`src/rtl/instr_cycle_seq.sv`:
```
`default_nettype none
// +----------------------------------------------------------------------------+
// | Module      : instr_cycle_seq                                              |
// | Description : Machine-cycle sequencer and instruction latch for the 4004   |
// |               core. Produces the eight one-hot phase strobes A1..X3 plus   |
// |               SYNC, latches the OPR/OPA nibbles during M1/M2 and tracks    |
// |               two-word and FIN execution cycles.                           |
// | Revision    : 1.0 - initial release                                        |
// +----------------------------------------------------------------------------+
// | Ports                                                                      |
// |   CLK      in   1  core clock, rising edge                                 |
// |   RES      in   1  synchronous active-high reset                           |
// |   DATA_I   in   4  nibble bus from ROM                                     |
// |   STALL    in   1  hold request at X3 (only with FETCH_STALL_EN)           |
// |   A1..A3   out  1  address phase strobes                                   |
// |   M1, M2   out  1  memory phase strobes                                    |
// |   X1..X3   out  1  execute phase strobes                                   |
// |   SYNC     out  1  high during X3                                          |
// |   opropa0  out  8  first instruction word {OPR,OPA}                        |
// |   opropa1  out  8  second word of a two-word instruction                   |
// |   cycle2   out  1  current machine cycle is a second (execution) cycle     |
// |   do_fin   out  1  current machine cycle is the FIN fetch cycle            |
// +----------------------------------------------------------------------------+
// | Configuration macro: FETCH_STALL_EN - adds the STALL port; STALL=1 at X3   |
// | freezes the whole sequencer in X3 until released.                          |
// +----------------------------------------------------------------------------+
module instr_cycle_seq (
  input  logic       CLK,
  input  logic       RES,
  input  logic [3:0] DATA_I,
`ifdef FETCH_STALL_EN
  input  logic       STALL,
`endif
  output logic       A1,
  output logic       A2,
  output logic       A3,
  output logic       M1,
  output logic       M2,
  output logic       X1,
  output logic       X2,
  output logic       X3,
  output logic       SYNC,
  output logic [7:0] opropa0,
  output logic [7:0] opropa1,
  output logic       cycle2,
  output logic       do_fin
);

  typedef enum logic [2:0] {
    PH_A1 = 3'd0,
    PH_A2 = 3'd1,
    PH_A3 = 3'd2,
    PH_M1 = 3'd3,
    PH_M2 = 3'd4,
    PH_X1 = 3'd5,
    PH_X2 = 3'd6,
    PH_X3 = 3'd7
  } phase_t;

  phase_t     phase, phase_nx;
  logic       run, run_nx;
  logic [3:0] opr_stage, opr_stage_nx;
  logic [7:0] opropa0_q, opropa0_nx;
  logic [7:0] opropa1_q, opropa1_nx;
  logic       cycle2_q, cycle2_nx;
  logic       do_fin_q, do_fin_nx;
  logic       pend2, pend2_nx;
  logic       pendfin, pendfin_nx;

  logic       hold;
  logic [7:0] fetch_word;
  logic       is_two_word;
  logic       is_fin;

  // Word being completed on the M2 edge: OPR latched at M1, OPA on the bus now.
  assign fetch_word = {opr_stage, DATA_I};

  // JCN, JUN, JMS, ISZ always take a second word; FIM is 0010 with even OPA.
  assign is_two_word = (fetch_word[7:4] == 4'b0001) ||
                       (fetch_word[7:4] == 4'b0100) ||
                       (fetch_word[7:4] == 4'b0101) ||
                       (fetch_word[7:4] == 4'b0111) ||
                       ((fetch_word[7:4] == 4'b0010) && !fetch_word[0]);
  assign is_fin      = (fetch_word[7:4] == 4'b0011) && !fetch_word[0];

`ifdef FETCH_STALL_EN
  assign hold = run && (phase == PH_X3) && STALL;
`else
  assign hold = 1'b0;
`endif

  always_ff @(posedge CLK) begin
    if (RES) begin
      phase     <= PH_A1;
      run       <= 1'b0;
      opr_stage <= 4'h0;
      opropa0_q <= 8'h00;
      opropa1_q <= 8'h00;
      cycle2_q  <= 1'b0;
      do_fin_q  <= 1'b0;
      pend2     <= 1'b0;
      pendfin   <= 1'b0;
    end else begin
      phase     <= phase_nx;
      run       <= run_nx;
      opr_stage <= opr_stage_nx;
      opropa0_q <= opropa0_nx;
      opropa1_q <= opropa1_nx;
      cycle2_q  <= cycle2_nx;
      do_fin_q  <= do_fin_nx;
      pend2     <= pend2_nx;
      pendfin   <= pendfin_nx;
    end
  end

  always_comb begin
    phase_nx     = phase;
    run_nx       = run;
    opr_stage_nx = opr_stage;
    opropa0_nx   = opropa0_q;
    opropa1_nx   = opropa1_q;
    cycle2_nx    = cycle2_q;
    do_fin_nx    = do_fin_q;
    pend2_nx     = pend2;
    pendfin_nx   = pendfin;

    if (!run) begin
      // First edge out of reset only starts the sequencer; A1 is shown next.
      run_nx   = 1'b1;
      phase_nx = PH_A1;
    end else if (!hold) begin
      phase_nx = phase_t'(phase + 3'd1);
      case (phase)
        PH_M1: opr_stage_nx = DATA_I;
        PH_M2: begin
          if (!cycle2_q) begin
            opropa0_nx = fetch_word;
            pend2_nx   = is_two_word;
            pendfin_nx = is_fin;
          end else if (!do_fin_q) begin
            opropa1_nx = fetch_word;
          end
          // During a FIN cycle the fetched byte belongs to the register pair.
        end
        PH_X3: begin
          // Pending flags are only ever set in a first cycle, so a second
          // cycle can never chain into another one.
          if (!cycle2_q) begin
            cycle2_nx = pend2 | pendfin;
            do_fin_nx = pendfin;
          end else begin
            cycle2_nx = 1'b0;
            do_fin_nx = 1'b0;
          end
          pend2_nx   = 1'b0;
          pendfin_nx = 1'b0;
        end
        default: ;
      endcase
    end
  end

  assign A1      = run && (phase == PH_A1);
  assign A2      = run && (phase == PH_A2);
  assign A3      = run && (phase == PH_A3);
  assign M1      = run && (phase == PH_M1);
  assign M2      = run && (phase == PH_M2);
  assign X1      = run && (phase == PH_X1);
  assign X2      = run && (phase == PH_X2);
  assign X3      = run && (phase == PH_X3);
  assign SYNC    = X3;
  assign opropa0 = opropa0_q;
  assign opropa1 = opropa1_q;
  assign cycle2  = cycle2_q;
  assign do_fin  = do_fin_q;

endmodule
`default_nettype wire

```
`config.mk`:
```
export PLATFORM = sky130hd
export DESIGN_NAME = instr_cycle_seq
export DESIGN_NICKNAME = d
export VERILOG_FILES = /design/src/rtl/instr_cycle_seq.sv
export SDC_FILE = /design/constraint.sdc
export NUM_CORES = 1
export LEC_CHECK = 0
export ABC_AREA = 1
export BUFFER_PORTS_ARGS = -buffer_cell sky130_fd_sc_hd__buf_2
export CAP_MARGIN = 15
export CORE_MARGIN = 2
export CORE_UTILIZATION = 50
export DETAILED_ROUTE_END_ITERATION = 6
export PLACE_DENSITY = 0.77
export RECOVER_POWER = 100
export SYNTH_ARGS = -nofsm -noshare
export SYNTH_HDL_FRONTEND = slang
export SYNTH_SLANG_ARGS = --single-unit
```
`constraint.sdc`:
```
create_clock -name CLK -period 1.65 [get_ports CLK]
set_clock_uncertainty 0.15 [all_clocks]
set_input_delay 0.33 -clock CLK [delete_from_list [all_inputs] [get_ports CLK]]
set_output_delay 0.33 -clock CLK [all_outputs]
set_load 0.005 [all_outputs]
```
==> metrics.txt <==
initial core utilization=0.536; cell count after synthesis=161; total CTS buffers=3; clock slew at reported path FFs=0.15 ns; io pins=33; wire length per cell=12.0 um; floorplan row count=17; grt ovf=0; WP buf/inv=2; most common cell after layout, fill and taps aside=nor2_1; Crit Path Max Fanout=3; Die Ht=53.2 um; outcome=finished with violations; Max-slew headroom=0.489; DR iter-0 viols=30; area grow syn2layout=28.0%; Worst path max stage delay=0.39 ns; setup ws final=-0.0999 ns; H-tree Lvls=1; crit start category=register; Via Count=1,142; CTS sink count=28; Crit path max-delay family=flip-flops; Setup-failing EPs final=9; crit path cell chain=ha_4 -> ha_4 -> nand2_2 -> inv_2 -> buf_2; HPWL after DPL=1900 um; Comb pwr share=0.059; clk_lat worst skew=0.32 ns; Final Hold Fails=0; maximum VDD drop=507 uV; Switching Fraction=0.208; Leakage Power=0.000723 uW; mapped cell area=0.00121 mm2; power share of the sequential group=0.572; first-pass GRT wire length=4320 um; Slew Viols, Final=0; slowest cell on the critical path=dfxtp_4; total power=1200 uW; die width=53.2 um; share of cells above drive strength 1=0.279; worst-margin pin slew=0.767 ns; worst hold path class=in -> reg; PD cells=778 mW/mm2; fraction of registers with async set/reset=0; Crit Path Class=reg -> out; WP data required=1.17 ns; predominant post-synthesis flop cell=dfxtp_1; hold_ws=0.111 ns; Via density=4.99; P_sw=250 uW; hold_buf cts=0; Synth Register Bits=28; MaxCap Viol Count=0; fin crit share=1.06; All-Layer GR Usage=0.209; antenna cells=0; initial antenna violation count=0; RSZ-0062 raised after global routing=true; commonest cells after routing, fill and taps aside=nor2_1 (53), dfxtp_1 (24), buf_2 (23); Worst Path Arrival=1.27 ns; fin crit period=1.75 ns; CP most frequent cell=ha_4; vias in the first global route=1,032; Max Fclk=0.571 GHz; input/output buffers=32; Warnings, synthesis=0; Syn Nets=173; Post-Place Cell Area=0.00140 mm2; largest net degree at the start of global routing=24; Avg Inst Size Synth=7.51 um2; die area=0.00283 mm2; dpl ws=0.0794 ns; failing checks=negative setup slack; CP endpoint kind=primary output; post-route ant nets=0; clock share of power=0.369; Synth cell types=16; core area=0.00225 mm2; sequential-to-total area share from yosys stat=0.464; # DRC=0; R2R Setup Slk=0.13 ns; Max clock buf depth=2; CTS root buf=clkbuf_4; P_int=953 uW; WL final=2740 um; Nets=214; TritonCTS clock tree=done; number of synthesized flops with an enable pin=0; drt first pass iters=4; Final GP Congestion=0.770; post-route cell area=0.00155 mm2
cell usage after synthesis (2+ instances only):
cell type	instances	area, um2
a21oi_1	5	25.0
clkbuf_1	2	7.51
clkinv_4	2	17.5
dfxtp_1	28	561
ha_1	6	75.1
inv_1	16	60.1
nand2_1	15	56.3
nand2_4	3	33.8
nand3_1	3	15.0
nand4_1	2	12.5
nor2_1	53	199
o21ai_0	10	50.1
o21ai_1	13	65.1
power groups by stage:
stage | registers [uW] | logic [uW] | clock network (uW)
floorplan | 701 | 38.4 | 0
global placement | 702 | 59.2 | 0
detailed placement | 702 | 60.8 | 0
CTS | 687 | 71.2 | 454
global route | 689 | 80.4 | 475
finish | 688 | 71.4 | 444
final cells by class:
cell class | count | area (um2)
Fill cell | 204 | 708
Sequential cell | 28 | 571
Tap cell | 28 | 35.0
Clock inverter | 1 | 30.0
Multi-Input combinational cell | 111 | 609
Timing Repair Buffer | 39 | 198
Clock buffer | 3 | 22.5
Inverter | 19 | 81.3
path summary, 6_finish.rpt:
path              cells past startpoint        from          to
hold reg to reg                       2  opropa0[6]  opropa0[6]
setup reg to reg                      9    phase[1]  opropa1[1]
setup / recovery                      5    phase[0]        SYNC
hold / removal                        2         RES       pend2
layer usage:
metal	GRT usage	wire (um)	vias up
met5	0	0	-
met4	0.0769	14	0
met3	0.0311	164	2
met2	0.360	1410	41
met1	0.261	1160	514
li1	-	-	585
registers in the layout (all words and copies together) (netlist names):
register   flops
opropa1        8
cycle2         1
phase          3
opr_stage      4
pendfin        1
run            1
pend2          1
do_fin         1
opropa0        8
worst reg2reg max path, delay by kind of cell, from the launching register on:
| kind | cells | cell delay, ns |
|---|---|---|
| adder cells (fa/ha/maj) | 1 | 0.17 |
| buffers and inverters | 3 | 0.29 |
| AND/OR/NAND/NOR | 5 | 0.43 |
| flip-flops | 1 | 0.40 |
stage by stage:
step                       util  cells  setup TNS (ns)
after floorplan               -    161               0
final                     0.686    229          -0.531
after global placement    0.619    219               0
after global routing      0.686    229          -0.982
after detailed placement  0.619    219               0
after CTS                 0.692    229          -0.594
timing repair:
action                                  4_1_cts  5_1_grt
setup buffers                                 6        0
pin swaps                                     2        1
gates cloned                                  0        0
endpoints found under the setup margin        9        9
gates resized for setup                      21        1
cell families (layout without fill, tap and decap cells):
kind of cell    after synthesis  in the layout  share of synthesized area
simple gates                 77             77                      0.278
compound gates               28             28                      0.116
buf+inv                      22             62                     0.0797
flops                        28             28                      0.464
fa+ha+maj                     6              6                     0.0621
Power figures use the tool's default switching activity.
